`src/rtl/synth_osc.sv`:
```
// rtl/synth_osc.sv - phase-accumulator oscillator with saw/square/triangle/noise output
module synth_osc #(
  parameter int ACC_W = 24,
  parameter int OUT_W = 16
) (
  input  logic             Sys_clk,
  input  logic             Syn_rst,
  input  logic             Syn_ce,
  input  logic             Syn_clk,
  input  logic [ACC_W-1:0] Inc_data,
  input  logic             Inc_wr,
  input  logic [1:0]       Wave_sel,
  input  logic [15:0]      Pulse_w,
  input  logic             Hard_sync,
  output logic [OUT_W-1:0] Sample,
  output logic             Sample_valid,
  output logic             Wrap
);

  localparam logic [15:0] LFSR_SEED = 16'hACE1;

  // stage 0 / stage 1 state
  logic [ACC_W-1:0] shadow_q, shadow_d;
  logic [ACC_W-1:0] inc_q, inc_d;
  logic [ACC_W-1:0] acc_q, acc_d;
  logic             sync_q, sync_d;
  logic             wrap_q, wrap_d;
  logic             v1_q, v1_d;
  logic [15:0]      lfsr_q, lfsr_d;

  // stage 2 state
  logic [OUT_W-1:0] sample_q, sample_d;
  logic             valid_q, valid_d;

  logic             tick;
  logic [ACC_W:0]   sum;
  logic [15:0]      p;
  logic [15:0]      tri_t;
  logic [OUT_W-1:0] wave;

  // Tick handling: increment transfer, accumulate or hard sync, LFSR advance
  always_comb begin
    tick     = Syn_clk & Syn_ce;
    // a same-cycle write bypasses the shadow so the tick sees the new value
    shadow_d = Inc_wr ? Inc_data : shadow_q;
    inc_d    = tick ? shadow_d : inc_q;
    sum      = {1'b0, acc_q} + {1'b0, inc_d};
    acc_d    = acc_q;
    wrap_d   = 1'b0;
    sync_d   = sync_q | Hard_sync;
    lfsr_d   = lfsr_q;
    v1_d     = tick;
    if (tick) begin
      sync_d = 1'b0;
      lfsr_d = {lfsr_q[0] ^ lfsr_q[2] ^ lfsr_q[3] ^ lfsr_q[5], lfsr_q[15:1]};
      if (Hard_sync || sync_q) begin
        acc_d = '0;
      end else begin
        acc_d  = sum[ACC_W-1:0];
        wrap_d = sum[ACC_W];
      end
    end
  end

  // Waveform shaping from the stage-1 phase, with selects sampled now
  always_comb begin
    p     = acc_q[ACC_W-1 -: 16];
    tri_t = p[15] ? ~{p[14:0], 1'b0} : {p[14:0], 1'b0};
    case (Wave_sel)
      2'd0:    wave = {~p[15], p[14:0]};
      2'd1:    wave = (p < Pulse_w) ? 16'h7FFF : 16'h8000;
      2'd2:    wave = {~tri_t[15], tri_t[14:0]};
      default: wave = lfsr_q;
    endcase
    sample_d = v1_q ? wave : sample_q;
    valid_d  = v1_q;
  end

  // State registers with asynchronous reset
  always_ff @(posedge Sys_clk or posedge Syn_rst) begin
    if (Syn_rst) begin
      shadow_q <= '0;
      inc_q    <= '0;
      acc_q    <= '0;
      sync_q   <= 1'b0;
      wrap_q   <= 1'b0;
      v1_q     <= 1'b0;
      lfsr_q   <= LFSR_SEED;
      sample_q <= '0;
      valid_q  <= 1'b0;
    end else begin
      shadow_q <= shadow_d;
      inc_q    <= inc_d;
      acc_q    <= acc_d;
      sync_q   <= sync_d;
      wrap_q   <= wrap_d;
      v1_q     <= v1_d;
      lfsr_q   <= lfsr_d;
      sample_q <= sample_d;
      valid_q  <= valid_d;
    end
  end

  assign Sample       = sample_q;
  assign Sample_valid = valid_q;
  assign Wrap         = wrap_q;

endmodule

```
`config.mk`:
```
export PLATFORM = sky130hd
export DESIGN_NAME = synth_osc
export DESIGN_NICKNAME = d
export VERILOG_FILES = /design/src/rtl/synth_osc.sv
export SDC_FILE = /design/constraint.sdc
export NUM_CORES = 1
export LEC_CHECK = 0
export CAP_MARGIN = 20
export CORE_MARGIN = 5
export CORE_UTILIZATION = 55
export CTS_BUF_LIST = sky130_fd_sc_hd__clkbuf_2 sky130_fd_sc_hd__clkbuf_4 sky130_fd_sc_hd__clkbuf_8
export CTS_CLUSTER_SIZE = 20
export DETAILED_ROUTE_END_ITERATION = 12
export GPL_TIMING_DRIVEN = 0
export PLACE_DENSITY = 0.74
export SETUP_SLACK_MARGIN = 0.2
export SYNTH_ARGS = -nofsm -noshare
export SYNTH_HDL_FRONTEND = slang
export SYNTH_SLANG_ARGS = --single-unit
export TNS_END_PERCENT = 10
```
`constraint.sdc`:
```
create_clock -name Sys_clk -period 5 [get_ports Sys_clk]
set_clock_uncertainty 0.15 [all_clocks]
set_input_delay 0.75 -clock Sys_clk [delete_from_list [all_inputs] [get_ports Sys_clk]]
set_output_delay 0.75 -clock Sys_clk [all_outputs]
set_load 0.01 [all_outputs]
```
; ---- After elaboration in Yosys (flattened, before gate mapping)
; Index checks and enable logic that the tools add are counted.
[word_totals]
reg_bits = 108
inputBits = 48
output_inout_bits = 18
[op_classes]
addsub = 1
magnitude_cmp = 1
n_eq_ne = 2
n_mux = 9
bitwise = 8
n_reduce_logical = 2
[ops]
columns = op, count
row1 = two-way mux 24 bit, 3
row2 = one-hot mux 16 bit (3 select lines), 1
row3 = two-way mux 16 bit, 2
row4 = adder 24 x 24 -> 25 bit, 1
row5 = less-than comparator 16 bit, 1
row6 = NOT 16 bit, 1
row7 = two-way mux 1 bit, 3
row8 = XOR 1 bit, 3
row9 = "== test 2 x 1 -> 1 bit, second input constant", 1
row10 = "== test 2 bit, second input constant", 1
row11 = zero test 2 bit, 1
row12 = NOT 1 bit, 2
row13 = AND 1 bit, 1
row14 = logical OR 1 bit, 1
row15 = OR 1 bit, 1

; ---- Depth between registers and ports, before layout
; Gate-level depths: netlist of run 1.
[depth]
ltp_word = 5
mapped_depth = 14

; ---- Least setup slack after synthesis of run 1
; OpenSTA, ideal clock, no wires.
[synth_timing]
path_kind = in2reg
startpoint = input port Inc_wr
endpoint = register acc_q[16]
setup_time_ns = 0.122
t_arrival_ns = 3.800
required_time_ns = 4.728
slack_ns = 0.929
path_stages = 13
path_buffers = 2
path_cell_list = clkbuf_1 > clkbuf_1 > mux2_2 > nand2_1 > nand2_1 > ha_1 > fa_1 > a21o_1 > a221o_1 > a21oi_2 > a21oi_1 > or3_1 > a32o_1
[synth_via]
elab_chain_cells = 4
[synth_rtl]
columns = element, line
row1 = from (decl), 11  ; input logic Inc_wr,
row2 = two-way mux 24 bit, 45  ; shadow_d = Inc_wr ? Inc_data : shadow_q;
row3 = via shadow_d[0], 23  ; logic [ACC_W-1:0] shadow_q, shadow_d;
row4 = two-way mux 24 bit, 46  ; inc_d = tick ? shadow_d : inc_q;
row5 = via inc_d[0], 24  ; logic [ACC_W-1:0] inc_q, inc_d;
row6 = adder 24 x 24 -> 25 bit, 47  ; sum = {1'b0, acc_q} + {1'b0, inc_d};
row7 = two-way mux 24 bit, 56  ; if (Hard_sync || sync_q) begin
row8 = to (signal assigned), 84  ; acc_q <= '0;
row9 = to (signal assigned), 94  ; acc_q <= acc_d;
row10 = to (decl), 25  ; logic [ACC_W-1:0] acc_q, acc_d;
; The timed path passes the listed nets, and every way through them passes these cells.
; A chain may end at the register's enable or synchronous reset.

; ---- Final worst setup path of run 1
[layout_timing]
startpoint = input port Syn_clk
endpoint = register acc_q[22]
[layout_via]
elab_chain_cells = 4
[layout_rtl]
columns = element, line
row1 = from (decl), 9  ; input logic Syn_clk,
row2 = AND 1 bit, 43  ; tick = Syn_clk & Syn_ce;
row3 = two-way mux 24 bit, 46
row4 = via inc_d[0], 24
row5 = adder 24 x 24 -> 25 bit, 47
row6 = two-way mux 24 bit, 56
; The timed path passes the listed nets, and every way through them passes these cells.

==> results of run 1 <==
==> cell usage after synthesis, drive strengths merged, types with 7 or more instances <==
master	instances	area (um2)
dfrtp	100	2500
nand2	132	495
dfstp	8	210
a211oi	17	183
a21o	11	83.8
a21oi	27	139
xnor2	22	193
o21ai	45	225
o22ai	15	93.8
nor2	23	86.3
xor2	7	61.3
inv	23	86.3
ha	39	488
clkbuf	26	97.6
mux2	39	439
nand3	10	50.1
buf	9	40.0
==> worst max-delay path, stage by stage <==
cell and delay, ps:
clkdlybuf4s50_1 450, nand2_1 120, clkbuf_2 270, clkbuf_2 290
buf_1 290, nand2_1 130, nand2_1 80, ha_1 250
fa_1 420, a21o_1 200, a221oi_1 380, nor3_1 170
o311a_1 380, o21a_1 210, o32ai_1 260
==> layout make-up <==
type	count	share of cell area (%)
multi-input cells	468	44.4
flip-flops and latches	108	37.6
repair buffers	65	9.27
well taps	140	2.43
clock buffers	11	2.01
plain buffers	34	1.89
inverters	23	1.23
clock inverters	5	1.16
==> power breakdown <==
part | internal (W) | switching [W] | leakage (nW)
Clock | 0.000303 | 0.000306 | 0.110
Sequential | 0.00100 | 0.0000904 | 1.33
Combinational | 0.000310 | 0.000367 | 1.86
==> cells in the final DEF (no fill, tap or decap), types with 11 or more instances in the layout <==
cell type,synthesis,final
o22ai_1,15,15
nor2_1,23,23
inv_1,22,21
clkbuf_1,26,25
xnor2_1,22,22
clkdlybuf4s50_1,0,64
o21ai_0,44,44
dfrtp_1,100,100
ha_1,39,39
nand2_1,132,132
a211oi_2,11,11
mux2_2,39,39
a21oi_1,26,26
==> kinds of logic (layout without fill, tap and decap cells) <==
group | count (synthesis) | count (layout) | synth area share (%)
AO/OA/AOI/OAI | 164 | 164 | 19.0
XOR/XNOR | 29 | 29 | 4.14
adder cells (fa/ha/maj) | 40 | 40 | 8.28
buffers and inverters | 58 | 138 | 3.65
flip-flops | 108 | 108 | 44.2
multiplexers | 40 | 40 | 7.32
AND/OR/NAND/NOR | 195 | 195 | 13.4
==> sequential cells by signal (all words and copies together) (netlist names) <==
name and count:
acc_q 24, inc_q 24, v1_q 1, Sample 16
lfsr_q 16, Wrap 1, sync_q 1, Sample_valid 1
shadow_q 24
==> stage by stage <==
step | hold WS (ps) | TNS [ps]
final | 313 | 0
after global routing | 327 | 0
after CTS | 309 | 0
after detailed placement | 254 | -922
after global placement | 261 | -16580
after floorplan | 223 | 0
==> path summary, 6_finish.rpt <==
check | to | depth (start not counted) | slack, ps
max in group asynchronous | lfsr_q[5] | 3 | 3270
worst max register to register | acc_q[22] | 11 | 1690
min in group asynchronous | inc_q[21] | 2 | 680
worst min register to register | Sample_valid | 0 | 310
worst max-delay path | acc_q[22] | 15 | 480
worst min-delay path | Sample_valid | 0 | 310
==> metal layers <==
layer,vias up,GRT usage (%),wire [um]
met1,2469,33.5,7000
li1,2396,-,-
met3,27,5.54,725
met4,0,8.04,279
met5,-,0,0
met2,112,41.0,7530
==> what timing repair did <==
item,in CTS,in global routing
buffers inserted,0,0
gates resized for setup,1,1
pin swaps,0,0
hold buffers,0,0
setup endpoints to repair,1,7
==> flow_summary_export.csv, run 1 <==
group,metric,value,unit
yosys,syn-num-nets,722,
yosys,synth_edf_count,0,
worst_hold_path,min_path_type,"register to register",
cells_and_area,antenna_cells,0,
yosys,yosysUniqueCellTypes,60,
placement,placed_cells,839,
worst_setup_path,cp.required,5130,ps
global_routing,grt_first_pass_wirelength,25900,um
power_and_ir_drop,leakage,3.30,nW
yosys,synth-seq-area-share,44.2,%
worst_setup_path,path_class,"input port to register",
timing,post-route-period-util,90.3,%
global_routing,grt_usage,25.1,%
route,vias,5004,
floorplanning,core,10900,um2
cells_and_area,fillers,922,
cells_and_area,final_core_util,66.2,%
route,dr.pass1.iters,4,
worst_setup_path,cp.arrival,4650,ps
placement,place_congestion,0.880,
floorplanning,start_util,56.3,%
yosys,yosys_warnings,0,
floorplanning,ioPinCount,66,
timing,setup_viol,0,
cells_and_area,multiInputGateArea,3200,um2
placement,dpl.hpwl,12000,um
route,drtAntennaViolNets,0,
cells_and_area,drive_above_1_share,13.0,%
placement,pre_cts_ws,-249,ps
global_routing,grt_pass1_vias,5151,
worst_setup_path,cp_max_fo,10,
yosys,synthesis.area,6130,um2
timing,finalHoldViolations,0,
route,drc_errors,0,
timing,tightest_slew,711,ps
timing,rsz0062_at_grt,"false",
clock_network,cts_buffers,9,
route,dr.first_iter.drc_count,279,
floorplanning,rows,38,
cells_and_area,seqCellArea,2710,um2
clock_network,cts_tree,"built",
yosys,synthFlopType,"dfrtp_1",
job,maxCapViolCount,0,
floorplanning,dieArea,13400,um2
timing,report.final.slew_viol_count,0,
global_routing,grt_max_degree,57,
floorplanning,die_h,116,um
timing,layout_setup_ws,483,ps
clock_network,cts-root-buf,"clkbuf_8",
worst_setup_path,startpoint,"Syn_clk",
yosys,synthArstFlopShare,100,%
timing,relSlewSlack,52.6,%
cells_and_area,stdcell_count,854,
clock_network,insertion_delay,400,ps
status,outcome,"finished, final reports clean",
cells_and_area,area_growth,17.5,%
yosys,syn_inst,634,
cells_and_area,fin_area,7210,um2
worst_hold_path,worstHoldStart,"v1_q",
route,via_per_inst,5.86,
power_and_ir_drop,ir_drop,407,uV
power_and_ir_drop,power,0.00238,W
worst_setup_path,r2r_start,"shadow_q[0]",
yosys,avgSynthCellArea,9.68,um2
power_and_ir_drop,power_density,330,nW/um2
route,routed_wl,15500,um
floorplanning,die_w,116,um
worst_setup_path,end_kind,"register",
route,wire_per_inst,18.2,um
cells_and_area,fin_nets,797,
clock_network,cts_max_level,3,
clock_network,clock_sinks,108,
global_routing,antenna_found_initial,0,
clock_network,clk_pin_slew,100,ps
global_routing,overflow,0,
timing,fin_crit,4520,ps
timing,fmax,221,MHz
placement,io_buffers,64,
placement,placement.cell_area,6980,um2
worst_setup_path,startpoint_type,"input port",
clock_network,clockBufferDepth,2,
yosys,ys_seq_elements,108,
No activity file was read; power rests on OpenSTA's default activity.
==> inputs of run 2 (changes only) <==
- CORE_UTILIZATION: 55 -> 30
- PLACE_DENSITY: 0.74 -> 0.44
==> flow_summary_export.csv, run 2 (synthesis gave the netlist of run 1 again) <==
group,metric,value,unit
cells_and_area,antenna_cells,0,
timing,report.final.slew_viol_count,0,
route,via_per_inst,5.00,
clock_network,cts-root-buf,"clkbuf_8",
timing,layout_setup_ws,487,ps
timing,post-route-period-util,90.3,%
clock_network,clockBufferDepth,2,
worst_hold_path,min_to,"Sample_valid",
clock_network,clock_sinks,108,
worst_setup_path,startpoint,"Syn_ce",
clock_network,clk_pin_slew,120,ps
worst_setup_path,timing.rr.end,"acc_q[16]",
worst_setup_path,rr_worst_depth,11,
global_routing,overflow,0,
route,wire_per_inst,17.5,um
route,routed_wl,17200,um
timing,fin_crit,4510,ps
clock_network,cts_buffers,9,
route,drc_errors,0,
cells_and_area,fin_nets,797,
cells_and_area,area_growth,20.3,%
cells_and_area,fin_area,7380,um2
timing,relSlewSlack,46.6,%
power_and_ir_drop,leakage,3.31,nW
global_routing,grt_pass1_vias,5085,
route,vias,4923,
status,outcome,"finished, final reports clean",
worst_setup_path,cp.required,5160,ps
clock_network,hold_buffers,0,
floorplanning,die_w,153,um
placement,placed_cells,969,
worst_setup_path,cp.arrival,4670,ps
cells_and_area,mostFrequentLayoutCells,"nand2_1, dfrtp_1, clkdlybuf4s50_1",
cells_and_area,layout_commonest_cell,"nand2_1",
worst_setup_path,rrSetupSlack,1740,ps
worst_setup_path,end_kind,"register",
clock_network,cts_tree,"built",
timing,finalHoldViolations,0,
floorplanning,rows,52,
floorplanning,core,20200,um2
cells_and_area,final_core_util,36.6,%
power_and_ir_drop,power,0.00240,W
cells_and_area,drive_above_1_share,13.3,%
worst_setup_path,startpoint_type,"input port",
timing,setup_viol,0,
clock_network,cts.repair.resized,2,
placement,pre_cts_ws,-375,ps
global_routing,grt_first_pass_wirelength,28100,um
worst_hold_path,min_path_type,"register to register",
power_and_ir_drop,ir_drop,117,uV
timing,tightest_slew,801,ps
placement,dpl.hpwl,13200,um
clock_network,insertion_delay,400,ps
global_routing,antenna_found_initial,0,
global_routing,grt_usage,15.1,%
floorplanning,start_util,30.4,%
cells_and_area,stdcell_count,984,
placement,place_congestion,0.844,
clock_network,cts_max_level,3,
floorplanning,die_h,153,um
route,drtAntennaViolNets,0,
worst_hold_path,holdPathStages,0,
placement,placement.cell_area,7140,um2
worst_setup_path,path_class,"input port to register",
floorplanning,dieArea,23400,um2
floorplanning,ioPinCount,66,
cells_and_area,largestRegisters,"acc_q: 24 flops, inc_q: 24 flops, shadow_q: 24 flops",
route,dr.pass1.iters,4,
timing,rsz0062_at_grt,"false",
worst_setup_path,cp_max_fo,10,
power_and_ir_drop,power_density,326,nW/um2
worst_hold_path,worstHoldStart,"v1_q",
worst_setup_path,r2r_start,"shadow_q[0]",
clock_network,postCtsSetupBuffers,0,
placement,io_buffers,64,
timing,fmax,222,MHz
global_routing,grt_max_degree,56,
job,maxCapViolCount,0,
route,dr.first_iter.drc_count,224,
-- run 2: worst max-delay path by stage --
| stage | endpoint | slack, ps |
|---|---|---|
| global route | acc_q[15] | 300 |
| global placement | shadow_q[3] | -540 |
| finish | acc_q[16] | 490 |
| detailed placement | acc_q[22] | -370 |
| CTS | acc_q[15] | 230 |
| floorplan | acc_q[16] | 930 |
-- run 2: critical path: stages --
cell	delay [ps]
clkdlybuf4s50_1	450
nand2_1	130
clkbuf_2	280
clkbuf_2	310
buf_1	300
nand2_1	130
nand2_1	80
ha_1	240
fa_1	420
a21o_1	210
a221o_1	410
a21oi_2	220
a21oi_1	120
or3_1	360
a32o_1	240
-- run 2: stage by stage --
| step | TNS (ps) | hold WS [ps] |
|---|---|---|
| floorplan | 0 | 223 |
| global placement | -56820 | 261 |
| detailed placement | -3130 | 264 |
| CTS | 0 | 293 |
| global route | 0 | 301 |
| finish | 0 | 294 |
-- run 2: routing by layer --
layer | global-route usage, % | vias up | wire, um
met3 | 2.35 | 22 | 661
met1 | 20.5 | 2420 | 8150
met2 | 24.6 | 68 | 8100
li1 | - | 2413 | -
met4 | 5.13 | 0 | 333
met5 | 0 | - | 0
-- run 2: power by group --
group / total (W) / internal (W) / switching [W] / leakage (nW)
combinational: 0.000683 / 0.000310 / 0.000373 / 1.87
clock: 0.000631 / 0.000290 / 0.000341 / 0.112
sequential: 0.00109 / 0.00100 / 0.0000881 / 1.33
-- run 2: cell type report --
type / count / area, um2
tap: 270 / 338
buffer: 34 / 138
clock buffer: 9 / 124
clock inverter: 7 / 105
sequential: 108 / 2710
inverter: 23 / 88.8
multi-input combinational: 468 / 3200
timing repair buffer: 65 / 668
fill: 2117 / 12800
